$ cat src/rtl/pipe_stage_reg.sv
// Pipeline stage register with bubble/flush/hold control and saturating
// performance counters for stall, bubble and flush events.
module pipe_stage_reg #(
    parameter int unsigned          PAYLOAD_W   = 74,
    parameter int unsigned          STALL_W     = 6,
    parameter int unsigned          STAGE       = 3,
    parameter int unsigned          CNT_W       = 16,
    parameter logic [PAYLOAD_W-1:0] NOP_PAYLOAD = '0
) (
    input  logic                 clk,
    input  logic                 rst,
    input  logic [STALL_W-1:0]   stall,
    input  logic                 flush,
    input  logic                 in_valid,
    input  logic                 in_w_enable,
    input  logic [PAYLOAD_W-1:0] in_payload,
    output logic                 out_valid,
    output logic                 out_w_enable,
    output logic [PAYLOAD_W-1:0] out_payload,
    input  logic                 cnt_clr,
    output logic [CNT_W-1:0]     stall_cnt,
    output logic [CNT_W-1:0]     bubble_cnt,
    output logic [CNT_W-1:0]     flush_cnt
);

    localparam int unsigned      STAGE_DN = STAGE + 1;
    localparam logic [CNT_W-1:0] CNT_MAX  = '1;

    typedef enum logic [1:0] {
        ACT_HOLD,
        ACT_CAPTURE,
        ACT_BUBBLE,
        ACT_FLUSH
    } action_e;

    action_e action;
    logic    stall_up;
    logic    stall_dn;
    logic    unused_stall;

    assign stall_up     = stall[STAGE];
    assign stall_dn     = stall[STAGE_DN];
    // Other stages' stall bits are deliberately ignored.
    assign unused_stall = ^stall;

    // Per-cycle action; reset is handled in the registers themselves.
    always_comb begin
        action = ACT_HOLD;
        if (flush) begin
            action = ACT_FLUSH;
        end else if (stall_up && !stall_dn) begin
            action = ACT_BUBBLE;
        end else if (!stall_up) begin
            action = ACT_CAPTURE;
        end
    end

    // Stage contents.
    always_ff @(posedge clk) begin
        if (rst) begin
            out_valid    <= 1'b0;
            out_w_enable <= 1'b0;
            out_payload  <= NOP_PAYLOAD;
        end else begin
            case (action)
                ACT_FLUSH, ACT_BUBBLE: begin
                    out_valid    <= 1'b0;
                    out_w_enable <= 1'b0;
                    out_payload  <= NOP_PAYLOAD;
                end
                ACT_CAPTURE: begin
                    out_valid    <= in_valid;
                    out_w_enable <= in_w_enable & in_valid;
                    out_payload  <= in_payload;
                end
                default: begin
                    out_valid    <= out_valid;
                    out_w_enable <= out_w_enable;
                    out_payload  <= out_payload;
                end
            endcase
        end
    end

    // Saturating event counters; clear wins over that cycle's events.
    always_ff @(posedge clk) begin
        if (rst || cnt_clr) begin
            stall_cnt  <= '0;
            bubble_cnt <= '0;
            flush_cnt  <= '0;
        end else begin
            if (stall_up && (stall_cnt != CNT_MAX)) begin
                stall_cnt <= stall_cnt + CNT_W'(1);
            end
            if ((action == ACT_BUBBLE) && (bubble_cnt != CNT_MAX)) begin
                bubble_cnt <= bubble_cnt + CNT_W'(1);
            end
            if ((action == ACT_FLUSH) && out_valid && (flush_cnt != CNT_MAX)) begin
                flush_cnt <= flush_cnt + CNT_W'(1);
            end
        end
    end

endmodule

$ cat config.mk
export PLATFORM = sky130hd
export DESIGN_NAME = pipe_stage_reg
export DESIGN_NICKNAME = d
export VERILOG_FILES = /design/src/rtl/pipe_stage_reg.sv
export SDC_FILE = /design/constraint.sdc
export NUM_CORES = 1
export LEC_CHECK = 0
export ABC_CLOCK_PERIOD_IN_PS = 2950
export CAP_MARGIN = 20
export CORE_MARGIN = 3
export CORE_UTILIZATION = 37
export CTS_BUF_LIST = sky130_fd_sc_hd__clkbuf_2
export CTS_CLUSTER_SIZE = 10
export DETAILED_ROUTE_END_ITERATION = 7
export PLACE_DENSITY = 0.73
export SYNTH_ARGS = -nofsm -noshare
export SYNTH_HDL_FRONTEND = slang
export SYNTH_SLANG_ARGS = --single-unit
$ cat constraint.sdc
create_clock -name clk -period 2.95 [get_ports clk]
set_input_delay 0.59 -clock clk [delete_from_list [all_inputs] [get_ports clk]]
set_output_delay 0.59 -clock clk [all_outputs]
set_load 0.01 [all_outputs]
**Word level (Yosys, flattened, before mapping)**

Index checks and enable logic that the tools add are counted.

- Flip-flop bits (word level): 124
- Output and inout port bits: 124
- Word-level logic and storage cells: 31

- Add/sub/neg operators: 3
- Equality and inequality tests: 6
- Multiplexer cells: 6
- Bitwise gates (word level): 1
- Reductions and logical operators: 9

Operators with widths:

| cell | count |
|---|---|
| 74-bit one-hot mux with 2 select lines | 1 |
| 16-bit by 1-bit adder with 16-bit output, second input constant | 3 |
| 16-bit != test, second input constant | 3 |
| 1-bit logical AND | 5 |
| 2-bit == test, second input constant | 2 |
| 2-bit 2-to-1 mux | 2 |
| 1-bit one-hot mux with 2 select lines | 2 |
| 2-bit by 1-bit == test with 1-bit output, second input constant | 1 |
| 2-bit nonzero test | 1 |
| 2-bit OR reduction | 1 |
| 1-bit bitwise AND | 1 |
| 1-bit logical NOT | 1 |
| 1-bit logical OR | 1 |
| 1-bit 2-to-1 mux | 1 |

**Logic depth before layout (Yosys ltp)**

- Word-level depth: 7
- Mapped depth: 7

**Least setup slack after synthesis**

OpenSTA, ideal clock, no wires.

- Kind: in2reg
- Start point: input stall[3]
- End point: register bubble_cnt[11]
- Arrival: 1.848 ns
- Required time: 2.880 ns
- Slack: 1.032 ns
- Cell stages on the path: 6
- Path buffers: 2
- Path through: buf_6 inv_4 or3_4 buf_6 or4_1 a21oi_1

- Word-level cells in the longest chain between the ends: 5

Ends and longest elaborated chain:

| item | line | source |
|---|---|---|
| start: declaration | 12 | `input logic [STALL_W-1:0] stall,` |
| 1-bit 2-to-1 mux / 1-bit logical AND (equally long branches) | 53, 51 |  |
| 2-bit 2-to-1 mux * | 51 | `end else if (stall_up && !stall_dn) begin` |
| 2-bit 2-to-1 mux * | 49 | `if (flush) begin` |
| 2-bit == test * | 95 | `if ((action == ACT_BUBBLE) && (bubble_cnt != CNT_MAX)) begin` |
| 1-bit logical AND * | 95 |  |
| end signal: assignment | 96 | `bubble_cnt <= bubble_cnt + CNT_W'(1);` |
| end: declaration | 22 | `output logic [CNT_W-1:0] bubble_cnt,` |

Mark *: on every way between the ends. The rest lies on a longest branch, timed or not.
A chain may end at the register's enable or synchronous reset.

**Worst setup path in the final report**

- Start point: register bubble_cnt[5]
- End point: output bubble_cnt[5]

No word-level cell between the ends.

==> impl_metrics.yaml <==
route:
  vias: 5218
  drt-vias-per-instance: 5.581
  drc_errors: 0
  routedWlPerCell_um: 16.85
  wl_um: 15750
  drtIter0Drc: 400
  ant_nets: 0
  drt-pass1-iter-count: 5
synthesis:
  syn_inst: 552
  avgSynthCellArea_um2: 9.128
  synth_edf_count: 0
  syn_area_um2: 5039
  ys_ff_latch: 124
  synth_top_area_share_pct: 49.27
  yosysWarningCount: 0
  ys_types: 47
  synth_area_leaders: "dfxtp_1 49%, a22oi_1 11%, nor2_1 6.3%"
  synthFlopType: "dfxtp_1"
  yosysSeqAreaShare_pct: 49.27
  synth_nets: 641
  async_reset_ff_share_pct: 0
  synth_top_area_cell: "dfxtp_1"
global_routing:
  grt_max_degree: 77
  grt.total_usage_pct: 20.92
  grt-ovfl-total: 0
  grt_pass1_wl_um: 24850
  grt_pass1_vias: 5002
  antenna_found_initial: 0
sta:
  tightest_slew_ns: 0.8625
  finalClockSkew_ns: 0.04207
  fmax_mhz: 422.8
  rsz0062_at_grt: "false"
  slew_viol_final: 0
  hold-worst-slack_ns: 0.2062
  hold_violations: 0
  setup_viol: 0
  fin_crit_sh_pct: 80.18
  period_needed_ns: 2.365
  setup-tns-final_ns: 0
  slew_headroom_pct: 42.50
finish:
  fin_nets: 837
  syn_to_final_growth_pct: 48.62
  drive_gt1_share_pct: 6.728
  finalNonFillerCells: 935
  utilization_pct: 56.32
  final_cell_mix: "204 x clkdlybuf4s50_1, 124 x dfxtp_1, 84 x nor2_1, 75 x a22oi_1, 33 x a21oi_1"
  layout_commonest_cell: "clkdlybuf4s50_1"
  fillerInstances: 1189
clocking:
  cts_hold_buffers: 0
  cts_tree: "built"
  cts_made_buffers: 17
  clockBufferDepth: 2
  post-cts-setup-buffers: 0
  clk_latency_ns: 0.70
  clk_pin_slew_ns: 0.20
  cts_root_buf: "clkbuf_2"
  cts_sinks: 124
  cts_resized: 0
  h-tree-depth: 4
place:
  placed_cells: 905
  dp_hpwl_um: 11130
  numPortBuffers: 205
  gp_congestion: 0.8507
setup_path:
  reg2reg_from: "stall_cnt[0]"
  r2r-end: "stall_cnt[14]"
  worstPathRequired_ns: 2.36
  cp.arrival_ns: 1.78
  critical_path_buf_inv_count: 1
  regToRegSetupSlack_ns: 0.91
  crit_family: "buffers and inverters"
  critPathSlowestCell: "clkdlybuf4s50_1"
  endpoint_kind: "primary output"
  start_kind: "register"
  timing.reg2reg.worst_path_depth: 5
  crit_path_max_incr_delay_ns: 0.59
  cp_max_fo: 7
  crit_chain: "clkdlybuf4s50_1"
  critPathKind: "reg -> out"
floorplanning:
  dieArea_um2: 15050
  initial_core_util_pct: 37.90
  core_area_um2: 13300
  dieHeight_um: 122.7
  io_pins: 210
  rows: 42
  die_w_um: 122.7
hold_path:
  hold_class: "in -> reg"
  worstHoldStart: "rst"
  min_to: "stall_cnt[15]"
  hold_depth: 3
power:
  p_leak_uw: 0.002482
  peakVddDrop_uv: 307.6
  power.density_nw_per_um2: 428.1
flow_run:
  maxCapViolCount: 0
outcome:
  status: "complete, no violations"
synth_stat cells, drive strengths merged, types with 4 or more instances:
cell type / instances
inv: 5
nor2: 85
o31ai: 12
o21ai: 18
nand2: 22
nand4: 19
buf: 6
mux2i: 4
o311ai: 6
and2: 5
and3: 6
a22oi: 75
clkbuf: 28
nand3: 16
o41ai: 9
and4: 12
or4: 14
dfxtp: 124
nor4: 7
or3: 13
a21oi: 33
or2: 4
nor3: 7
registers in the layout, summed over array words and instances (netlist names):
| signal | flops |
|---|---|
| out_w_enable | 1 |
| flush_cnt | 16 |
| bubble_cnt | 16 |
| stall_cnt | 16 |
| out_payload | 74 |
| out_valid | 1 |
metal layers:
layer,vias to the layer above,GRT usage [%],part of all wire [%]
li1,2514,-,-
met1,2508,24.92,41
met2,182,33.24,48
met3,14,10.51,9.6
met4,0,5.948,1.2
met5,-,0,0
cells by family after synthesis:
family          Yosys count  synth area share (%)
compound gates          166                 22.85
buf+inv                  39                 3.352
flops                   124                 49.27
fa+ha+maj                 3                0.7451
simple gates            216                 22.99
mux                       4                0.7947
power by group:
| part | internal [µW] | leakage, µW | switching [µW] | total, µW |
|---|---|---|---|---|
| clock | 541 | 0.000150 | 612 | 1150 |
| combinational | 189 | 0.00133 | 136 | 325 |
| sequential | 1710 | 0.00101 | 19.6 | 1730 |
final cells by class:
cell class	count	area (µm²)	share of cell area (%)
sequential	124	2482	33.15
tap	176	220.2	2.941
clock inverter	10	150.1	2.005
inverter	5	21.27	0.2840
antenna	1	2.502	0.03342
multi-input combinational	389	2400	32.05
timing repair buffer	211	2117	28.27
clock buffer	19	95.09	1.270
metrics by stage:
| stage | worst slack [ns] | power (µW) | cell area [µm²] |
|---|---|---|---|
| after floorplan | 1.032 | 1881 | 5039 |
| after global placement | 0.3378 | 2080 | 7241 |
| after CTS | 0.4974 | 3237 | 7486 |
| after detailed placement | 0.2950 | 2088 | 7241 |
| after global routing | 0.4039 | 3350 | 7486 |
| final | 0.5846 | 3206 | 7488 |
worst max-delay path by stage:
stage	cells after the start	slack [ns]	end	from
2_1_floorplan	6	1.03	bubble_cnt[11]	stall[3]
3_3_place_gp	5	0.34	flush_cnt[8]	flush
3_5_place_dp	5	0.29	flush_cnt[8]	flush
4_1_cts	1	0.50	bubble_cnt[4]	bubble_cnt[4]
5_1_grt	1	0.40	flush_cnt[0]	flush_cnt[0]
6_report	1	0.58	bubble_cnt[5]	bubble_cnt[5]
Note: power is estimated with default switching activity, not from simulation.
